--- src/rtl/vend_ctrl_multi_pkg.sv ---
// Shared definitions for the multi-product vending controller:
// FSM state encoding, coin values in nickel units and a width helper.
package vend_ctrl_multi_pkg;

  typedef enum logic [2:0] {
    ST_ACCEPT = 3'd0,
    ST_READY  = 3'd1,
    ST_VEND   = 3'd2,
    ST_CHANGE = 3'd3,
    ST_REFUND = 3'd4
  } vend_state_e;

  localparam int unsigned COIN_N_UNITS = 1;
  localparam int unsigned COIN_D_UNITS = 2;
  localparam int unsigned COIN_Q_UNITS = 5;

  // Index width for a product id; a single product still needs one bit.
  function automatic int unsigned idWidth(input int unsigned n);
    return (n > 1) ? $clog2(n) : 1;
  endfunction

endpackage

--- src/rtl/vend_ctrl_multi_if.sv ---
// Customer/operator bus of the vending controller.
// The slave modport is the controller side, the master modport the driver side.
interface vend_ctrl_multi_if #(
  parameter int NUM_PROD    = 2,
  parameter int PRICE_UNITS = 9
);
  import vend_ctrl_multi_pkg::*;

  localparam int CW  = $clog2(PRICE_UNITS + 5 + 1);
  localparam int IDW = idWidth(NUM_PROD);

  logic                i_coin_n;
  logic                i_coin_d;
  logic                i_coin_q;
  logic [NUM_PROD-1:0] i_sel;
  logic                i_cancel;
  logic                i_restock;
  logic [IDW-1:0]      i_restock_id;
  logic                o_accepting;
  logic [CW-1:0]       o_credit;
  logic [NUM_PROD-1:0] o_dispense;
  logic                o_change;
  logic                o_coin_reject;
  logic [NUM_PROD-1:0] o_sold_out;
  logic                o_busy;

  modport slave (
    input  i_coin_n, i_coin_d, i_coin_q, i_sel, i_cancel, i_restock, i_restock_id,
    output o_accepting, o_credit, o_dispense, o_change, o_coin_reject, o_sold_out, o_busy
  );

  modport master (
    output i_coin_n, i_coin_d, i_coin_q, i_sel, i_cancel, i_restock, i_restock_id,
    input  o_accepting, o_credit, o_dispense, o_change, o_coin_reject, o_sold_out, o_busy
  );

endinterface

--- src/rtl/vend_ctrl_multi_timer.sv ---
// Loadable down-counter shared by the dispense interval and change half-periods.
// o_done is high during the last counted cycle, so a load of N spans exactly N cycles.
module vend_timer #(
  parameter int TW = 28
) (
  input  logic          clk,
  input  logic          rst_n,
  input  logic          i_load,
  input  logic [TW-1:0] i_load_val,
  output logic          o_done
);

  logic [TW-1:0] r_count;

  always_ff @(posedge clk or negedge rst_n) begin
    if (!rst_n) begin
      r_count <= '0;
    end else if (i_load) begin
      r_count <= i_load_val;
    end else if (r_count != '0) begin
      r_count <= r_count - TW'(1);
    end
  end

  assign o_done = (r_count == TW'(1));

endmodule

--- src/rtl/vend_ctrl_multi.sv ---
// Vending controller: NUM_PROD products at one price with per-product stock,
// nickel-unit credit, timed dispense and change returned as nickel pulses.
module vend_ctrl_multi
  import vend_ctrl_multi_pkg::*;
#(
  parameter int NUM_PROD    = 2,
  parameter int PRICE_UNITS = 9,
  parameter int STOCK_MAX   = 15,
  parameter int DISP_CYCLES = 250000000,
  parameter int CHG_CYCLES  = 250000000
) (
  input  logic             clk,
  input  logic             rst_n,
  vend_ctrl_multi_if.slave bus
);

  localparam int CW   = $clog2(PRICE_UNITS + 5 + 1);
  localparam int SW   = $clog2(STOCK_MAX + 1);
  localparam int IDW  = idWidth(NUM_PROD);
  localparam int TMAX = (DISP_CYCLES > CHG_CYCLES) ? DISP_CYCLES : CHG_CYCLES;
  localparam int TW   = $clog2(TMAX + 1);

  vend_state_e         r_state;
  logic [CW-1:0]       r_credit;
  logic [SW-1:0]       r_stock [NUM_PROD];
  logic [NUM_PROD-1:0] r_dispense;
  logic                r_change;
  logic                r_coin_reject;

  logic                w_coin_any;
  logic                w_coin_multi;
  logic [CW-1:0]       w_coin_units;
  logic [CW-1:0]       w_credit_sum;
  logic                w_cancel_ok;
  logic                w_sel_hit;
  logic [IDW-1:0]      w_sel_idx;
  logic                w_start_vend;
  logic                w_start_pay;
  logic                w_pay_next;
  logic                w_timer_load;
  logic [TW-1:0]       w_timer_val;
  logic                w_timer_done;
  logic [NUM_PROD-1:0] w_sold_out;

  assign w_coin_any   = bus.i_coin_n | bus.i_coin_d | bus.i_coin_q;
  assign w_coin_multi = (bus.i_coin_n & bus.i_coin_d) | (bus.i_coin_n & bus.i_coin_q) |
                        (bus.i_coin_d & bus.i_coin_q);
  assign w_coin_units = bus.i_coin_q ? CW'(COIN_Q_UNITS) :
                        bus.i_coin_d ? CW'(COIN_D_UNITS) :
                        bus.i_coin_n ? CW'(COIN_N_UNITS) : '0;
  assign w_credit_sum = r_credit + w_coin_units;
  assign w_cancel_ok  = bus.i_cancel && (r_credit != '0) &&
                        ((r_state == ST_ACCEPT) || (r_state == ST_READY));

  // Lowest-index selected product that still has stock.
  always_comb begin
    w_sel_hit = 1'b0;
    w_sel_idx = '0;
    for (int i = NUM_PROD - 1; i >= 0; i--) begin
      if (bus.i_sel[i] && (r_stock[i] != '0)) begin
        w_sel_hit = 1'b1;
        w_sel_idx = IDW'(i);
      end
    end
  end

  assign w_start_vend = (r_state == ST_READY) && !w_cancel_ok && w_sel_hit;
  assign w_start_pay  = w_cancel_ok ||
                        ((r_state == ST_VEND) && w_timer_done && (r_credit != '0));
  assign w_pay_next   = ((r_state == ST_CHANGE) || (r_state == ST_REFUND)) && w_timer_done &&
                        (r_change || (r_credit != '0));
  assign w_timer_load = w_start_vend | w_start_pay | w_pay_next;
  assign w_timer_val  = w_start_vend ? TW'(DISP_CYCLES) : TW'(CHG_CYCLES);

  vend_timer #(.TW(TW)) u_timer (
    .clk        (clk),
    .rst_n      (rst_n),
    .i_load     (w_timer_load),
    .i_load_val (w_timer_val),
    .o_done     (w_timer_done)
  );

  always_ff @(posedge clk or negedge rst_n) begin
    if (!rst_n) begin
      r_state       <= ST_ACCEPT;
      r_credit      <= '0;
      r_dispense    <= '0;
      r_change      <= 1'b0;
      r_coin_reject <= 1'b0;
    end else begin
      r_coin_reject <= w_coin_any && ((r_state != ST_ACCEPT) || w_cancel_ok || w_coin_multi);
      case (r_state)
        ST_ACCEPT: begin
          if (w_cancel_ok) begin
            r_state  <= ST_REFUND;
            r_change <= 1'b1;
          end else if (w_coin_any) begin
            r_credit <= w_credit_sum;
            if (w_credit_sum >= CW'(PRICE_UNITS)) r_state <= ST_READY;
          end
        end
        ST_READY: begin
          if (w_cancel_ok) begin
            r_state  <= ST_REFUND;
            r_change <= 1'b1;
          end else if (w_start_vend) begin
            r_state    <= ST_VEND;
            r_dispense <= NUM_PROD'(1) << w_sel_idx;
            r_credit   <= r_credit - CW'(PRICE_UNITS);
          end
        end
        ST_VEND: begin
          if (w_timer_done) begin
            r_dispense <= '0;
            if (r_credit != '0) begin
              r_state  <= ST_CHANGE;
              r_change <= 1'b1;
            end else begin
              r_state <= ST_ACCEPT;
            end
          end
        end
        ST_CHANGE, ST_REFUND: begin
          // A nickel is counted as paid when its high phase ends.
          if (w_timer_done) begin
            if (r_change) begin
              r_change <= 1'b0;
              r_credit <= r_credit - CW'(1);
            end else if (r_credit == '0) begin
              r_state <= ST_ACCEPT;
            end else begin
              r_change <= 1'b1;
            end
          end
        end
        default: r_state <= ST_ACCEPT;
      endcase
    end
  end

  // Restock wins over a same-cycle vend of the same product.
  always_ff @(posedge clk or negedge rst_n) begin
    if (!rst_n) begin
      for (int i = 0; i < NUM_PROD; i++) r_stock[i] <= SW'(STOCK_MAX);
    end else begin
      for (int i = 0; i < NUM_PROD; i++) begin
        if (bus.i_restock && (bus.i_restock_id == IDW'(i))) begin
          r_stock[i] <= SW'(STOCK_MAX);
        end else if (w_start_vend && (w_sel_idx == IDW'(i))) begin
          r_stock[i] <= r_stock[i] - SW'(1);
        end
      end
    end
  end

  for (genvar g = 0; g < NUM_PROD; g++) begin : g_sold_out
    assign w_sold_out[g] = (r_stock[g] == '0);
  end

  assign bus.o_accepting   = (r_state == ST_ACCEPT);
  assign bus.o_busy        = (r_state == ST_VEND) || (r_state == ST_CHANGE) ||
                             (r_state == ST_REFUND);
  assign bus.o_credit      = r_credit;
  assign bus.o_dispense    = r_dispense;
  assign bus.o_change      = r_change;
  assign bus.o_coin_reject = r_coin_reject;
  assign bus.o_sold_out    = w_sold_out;

endmodule

--- src/flat_wrapper.sv ---
// flat-port wrapper written by rule: the top's interface ports become plain ports
module vend_ctrl_multi_flat import vend_ctrl_multi_pkg::*;
#(
  parameter int NUM_PROD    = 2,
  parameter int PRICE_UNITS = 9,
  parameter int STOCK_MAX   = 15,
  parameter int DISP_CYCLES = 250000000,
  parameter int CHG_CYCLES  = 250000000
)
  (clk, rst_n, bus_i_coin_n, bus_i_coin_d, bus_i_coin_q, bus_i_sel, bus_i_cancel, bus_i_restock, bus_i_restock_id, bus_o_accepting, bus_o_credit, bus_o_dispense, bus_o_change, bus_o_coin_reject, bus_o_sold_out, bus_o_busy);
  vend_ctrl_multi_if #(.NUM_PROD(NUM_PROD), .PRICE_UNITS(PRICE_UNITS)) bus_i ();
  input  logic clk;
  input  logic rst_n;
  input wire logic [$bits(bus_i.i_coin_n)-1:0] bus_i_coin_n;
  input wire logic [$bits(bus_i.i_coin_d)-1:0] bus_i_coin_d;
  input wire logic [$bits(bus_i.i_coin_q)-1:0] bus_i_coin_q;
  input wire logic [$bits(bus_i.i_sel)-1:0] bus_i_sel;
  input wire logic [$bits(bus_i.i_cancel)-1:0] bus_i_cancel;
  input wire logic [$bits(bus_i.i_restock)-1:0] bus_i_restock;
  input wire logic [$bits(bus_i.i_restock_id)-1:0] bus_i_restock_id;
  output wire logic [$bits(bus_i.o_accepting)-1:0] bus_o_accepting;
  output wire logic [$bits(bus_i.o_credit)-1:0] bus_o_credit;
  output wire logic [$bits(bus_i.o_dispense)-1:0] bus_o_dispense;
  output wire logic [$bits(bus_i.o_change)-1:0] bus_o_change;
  output wire logic [$bits(bus_i.o_coin_reject)-1:0] bus_o_coin_reject;
  output wire logic [$bits(bus_i.o_sold_out)-1:0] bus_o_sold_out;
  output wire logic [$bits(bus_i.o_busy)-1:0] bus_o_busy;
  assign bus_i.i_coin_n = bus_i_coin_n;
  assign bus_i.i_coin_d = bus_i_coin_d;
  assign bus_i.i_coin_q = bus_i_coin_q;
  assign bus_i.i_sel = bus_i_sel;
  assign bus_i.i_cancel = bus_i_cancel;
  assign bus_i.i_restock = bus_i_restock;
  assign bus_i.i_restock_id = bus_i_restock_id;
  assign bus_o_accepting = bus_i.o_accepting;
  assign bus_o_credit = bus_i.o_credit;
  assign bus_o_dispense = bus_i.o_dispense;
  assign bus_o_change = bus_i.o_change;
  assign bus_o_coin_reject = bus_i.o_coin_reject;
  assign bus_o_sold_out = bus_i.o_sold_out;
  assign bus_o_busy = bus_i.o_busy;
  vend_ctrl_multi #(.NUM_PROD(NUM_PROD), .PRICE_UNITS(PRICE_UNITS), .STOCK_MAX(STOCK_MAX), .DISP_CYCLES(DISP_CYCLES), .CHG_CYCLES(CHG_CYCLES)) u_core (.clk(clk), .rst_n(rst_n), .bus(bus_i));
endmodule
--- config.mk ---
export PLATFORM = sky130hd
export DESIGN_NAME = vend_ctrl_multi_flat
export DESIGN_NICKNAME = d
export VERILOG_FILES = /design/src/rtl/vend_ctrl_multi_pkg.sv /design/src/rtl/vend_ctrl_multi_if.sv /design/src/rtl/vend_ctrl_multi_timer.sv /design/src/rtl/vend_ctrl_multi.sv /design/src/flat_wrapper.sv
export SDC_FILE = /design/constraint.sdc
export NUM_CORES = 1
export LEC_CHECK = 0
export ABC_CLOCK_PERIOD_IN_PS = 4500
export CAP_MARGIN = 25
export CORE_UTILIZATION = 40
export CTS_CLUSTER_DIAMETER = 60
export CTS_CLUSTER_SIZE = 28
export DETAILED_ROUTE_END_ITERATION = 7
export GPL_TIMING_DRIVEN = 0
export HOLD_SLACK_MARGIN = 0.1
export PLACE_DENSITY_LB_ADDON = 0.2
export SETUP_SLACK_MARGIN = 0.2
export SLEW_MARGIN = 20
export SYNTH_ARGS = -nofsm -noshare
export SYNTH_HDL_FRONTEND = slang
export SYNTH_SLANG_ARGS = --single-unit
--- constraint.sdc ---
create_clock -name clk -period 4.5 [get_ports clk]
set_input_delay 0.675 -clock clk [delete_from_list [all_inputs] [get_ports clk]]
set_output_delay 0.675 -clock clk [all_outputs]
set_load 0.01 [all_outputs]
==> summary.md <==
| Metric | Value |
|---|---|
| Top cell type's share of synthesized area | 0.318 |
| Vias | roughly 2500 |
| Hpwl dp | around 5 mm |
| Max VDD drop | 0.214 mV |
| I/O pin count | 22 |
| Sink Count | 47 |
| Fin crit period | 2770 ps |
| Port buffer count | 21 |
| Gate power share | 0.510 |
| Synth unique cells | 60 |
| Measured slew at the worst slew-check pin | 658 ps |
| Critical path class | reg2reg |
| DRT Wirelength | 6.60 mm |
| Psw | 0.794 mW |
| Nets | 382 |
| Area growth syn-to-layout | 14.7% |
| EDFF count, synth | 0 |
| Mapped Avg Cell Area | 9.20 µm² |
| Post-synth top cells | dfrtp_1 (39), nand2_1 (33), nor2_1 (30), a21oi_1 (22), inv_1 (18) |
| Static leakage | 1.37 nW |
| RePlAce Congestion | 0.840 |
| Power Total | about 1.8 mW |
| Resized Gates After CTS | 0 |
| First-pass GRT wire length | 10.9 mm |
| Critical-path top delay cell | dfrtp_1 |
| Core area | 7330 µm² |
| Vias/cell | 5.45 |
| CP bufs+invs | 3 |
| Syn_nets | roughly 350 |
| Routed Antenna Nets | 0 |
| CP max FO | 10 |
| Hold WC Path Type | in2async |
| Diode count | 0 |
| Max clock buf depth | 2 |
| Final Cycle Share | 0.616 |
| All-Layer GR Usage | 0.178 |
| Status | complete, no violations |
| Synthesized area | 3060 µm² |
| Initial DRC Count | 133 |
| Crit-path cells | inv_1 -> ha_1 -> or3b_1 -> buf_6 -> nand2_1 -> o32ai_4 -> a21oi_1 -> clkbuf_1 -> nand3_1 |
| # setup viols final | 0 |
| Clk slew on worst S/H paths | 90 ps |
| Final Max Tran Viols | 0 |
| Asr flop ratio synth | 1.00 |
| Largest net degree at the start of global routing | 27 |
| Slew Limit Headroom | 0.561 |
| FP Rows | 31 |
| Fin util | 0.479 |
| Gate count of the mapped netlist | 333 |
| Reg power frac | 0.345 |
| Worst Path Arrival | 2930 ps |
| Crit start category | register |
| CTS Buf Count | 5 |
| Most frequent cell after synthesis | dfrtp_1 |
| Setup TNS | 0 ps |
| Worst endpoint required time | 4660 ps |
| TritonCTS clock tree | done |
| Layout cell share with drive strength beyond 1 | 0.135 |
| Internal Power | 1.05 mW |
| Yosys reg bits | 47 |
| Die Area | 8010 µm² |
| TritonRoute pass-1 iters | 4 |
| Sw frac | 0.432 |
| Root buf cell | clkbuf_8 |
| Global route total overflow | 0 |
| Die Wd | 89.5 µm |
| Max Cap Viol | 0 |
| Clock power share | 0.145 |
| RSZ-0062 raised after global routing | no |
| Die height | 89.5 µm |
| Number of remaining DRC errors | 0 |
| Initial antenna violation count | 0 |
| Synth Warn # | 0 |
| Number of global-route vias before repair | around 2300 |
| Critical path's top delay family | simple AND/OR/NAND/NOR gates |
| DR WL/cell | 14.3 µm |
| Clk Latency, worst-skew pair | 300 ps |
| Fmax | 361 MHz |
| Post-CTS setup buffer count | 0 |
| Starting Density | 0.418 |
| H-tree Lvls | 2 |
| Dominant synthesized flop cell | dfrtp_1 |
| Register area share after synthesis | 0.387 |
| Final Hold Fails | 0 |
| Clock Skew | 10.4 ps |
| CTS Hold Bufs | 0 |
| Top cell type by total area after synthesis | dfrtp_1 |
| Synth area leaders | dfrtp_1 (32%), dfstp_2 (6.9%), nand2_1 (4.0%) |
| Pwr Density | about 520 nW/µm² |
| Crit. End Element | register |
| Max stage delay on crit path | 470 ps |
[placed cells by master, fill, tap and decap left out, drive strengths merged, types with 7 or more instances in the layout]
cell,instances
o21ai,18
dfstp,8
buf,7
or4,10
clkdlybuf4s50,20
clkbuf,11
nor4,9
nand2,33
ha,9
inv,18
a21oi,22
nand3,13
nor3,17
xor2,12
or3,8
dfrtp,39
xnor2,7
o31ai,7
nor2,30
[stage by stage]
| stage | hold WS, ps | std cells | setup WS, ps | instance area, µm² |
|---|---|---|---|---|
| global placement | 496 | 453 | 1330 | 3400 |
| CTS | 416 | 462 | 1730 | 3510 |
| finish | 395 | 462 | 1730 | 3510 |
| floorplan | 379 | 333 | 2010 | 3060 |
| global route | 438 | 462 | 1490 | 3510 |
| detailed placement | 503 | 454 | 1450 | 3420 |
[kinds of logic (layout without fill, tap and decap cells)]
logic type               count (synthesis)  in the layout  synth area share
AO/OA/AOI/OAI                           77             77             0.187
adder cells (fa/ha/maj)                 11             11            0.0466
XOR/XNOR                                19             19            0.0543
flip-flops                              47             47             0.387
buffers and inverters                   28             58            0.0404
multiplexers                             2              2           0.00653
AND/OR/NAND/NOR                        149            149             0.278
[power groups by stage]
stage | clock network, mW | registers, mW | logic (mW)
2_1_floorplan | 0 | 0.634 | 0.660
3_3_place_gp | 0 | 0.641 | 0.926
3_5_place_dp | 0 | 0.643 | 0.939
4_1_cts | 0.280 | 0.635 | 0.944
5_1_grt | 0.296 | 0.650 | 1.04
6_report | 0.268 | 0.634 | 0.937
[metal layers]
| metal | GRT usage | wire (µm) | vias to the layer above |
|---|---|---|---|
| met5 | 0 | 0 | - |
| met4 | 0.0534 | 109 | 0 |
| met3 | 0.0305 | 202 | 9 |
| met2 | 0.278 | 2950 | 43 |
| met1 | 0.251 | 3340 | 1192 |
| li1 | - | - | 1276 |
[worst reg2reg max path: cells and delay by family (launching register included)]
family	cells	cell delay [ps]
DFF	1	470
buffers and inverters	3	700
and+or+nand+nor	3	740
AOI/OAI and AO/OA	2	540
adders and majority gates	1	190
[cell type report]
| type | count | area, µm² |
|---|---|---|
| fillers | 695 | 3820 |
| multi-input cells | 258 | 1750 |
| flip-flops and latches | 47 | 1190 |
| repair buffers | 22 | 233 |
| well taps | 99 | 124 |
| clock buffers | 6 | 82.6 |
| inverters | 18 | 67.6 |
| plain buffers | 10 | 56.3 |
| clock inverters | 2 | 11.3 |
[sequential cells by signal, summed over array words and instances (netlist names)]
register	count
u_core.bus.o_change	1
u_core.bus.o_dispense	2
u_core.r_stock	8
u_core.bus.o_credit	4
u_core.bus.o_coin_reject	1
u_core.u_timer.r_count	28
u_core.r_state	3
[path summary, 6_finish.rpt]
path | endpoint | from | slack, ps | cells after the start
max in group asynchronous | u_core.r_stock[0] | rst_n | 3480 | 2
max reg2reg | u_core.u_timer.r_count[22] | u_core.bus.o_credit[0] | 1730 | 9
min | u_core.r_state[2] | rst_n | 400 | 1
min reg2reg | u_core.r_stock[5] | u_core.r_stock[5] | 510 | 2
min in group clk | u_core.r_stock[5] | u_core.r_stock[5] | 510 | 2
max | u_core.u_timer.r_count[22] | u_core.bus.o_credit[0] | 1730 | 9
Power figures use the tool's default switching activity.
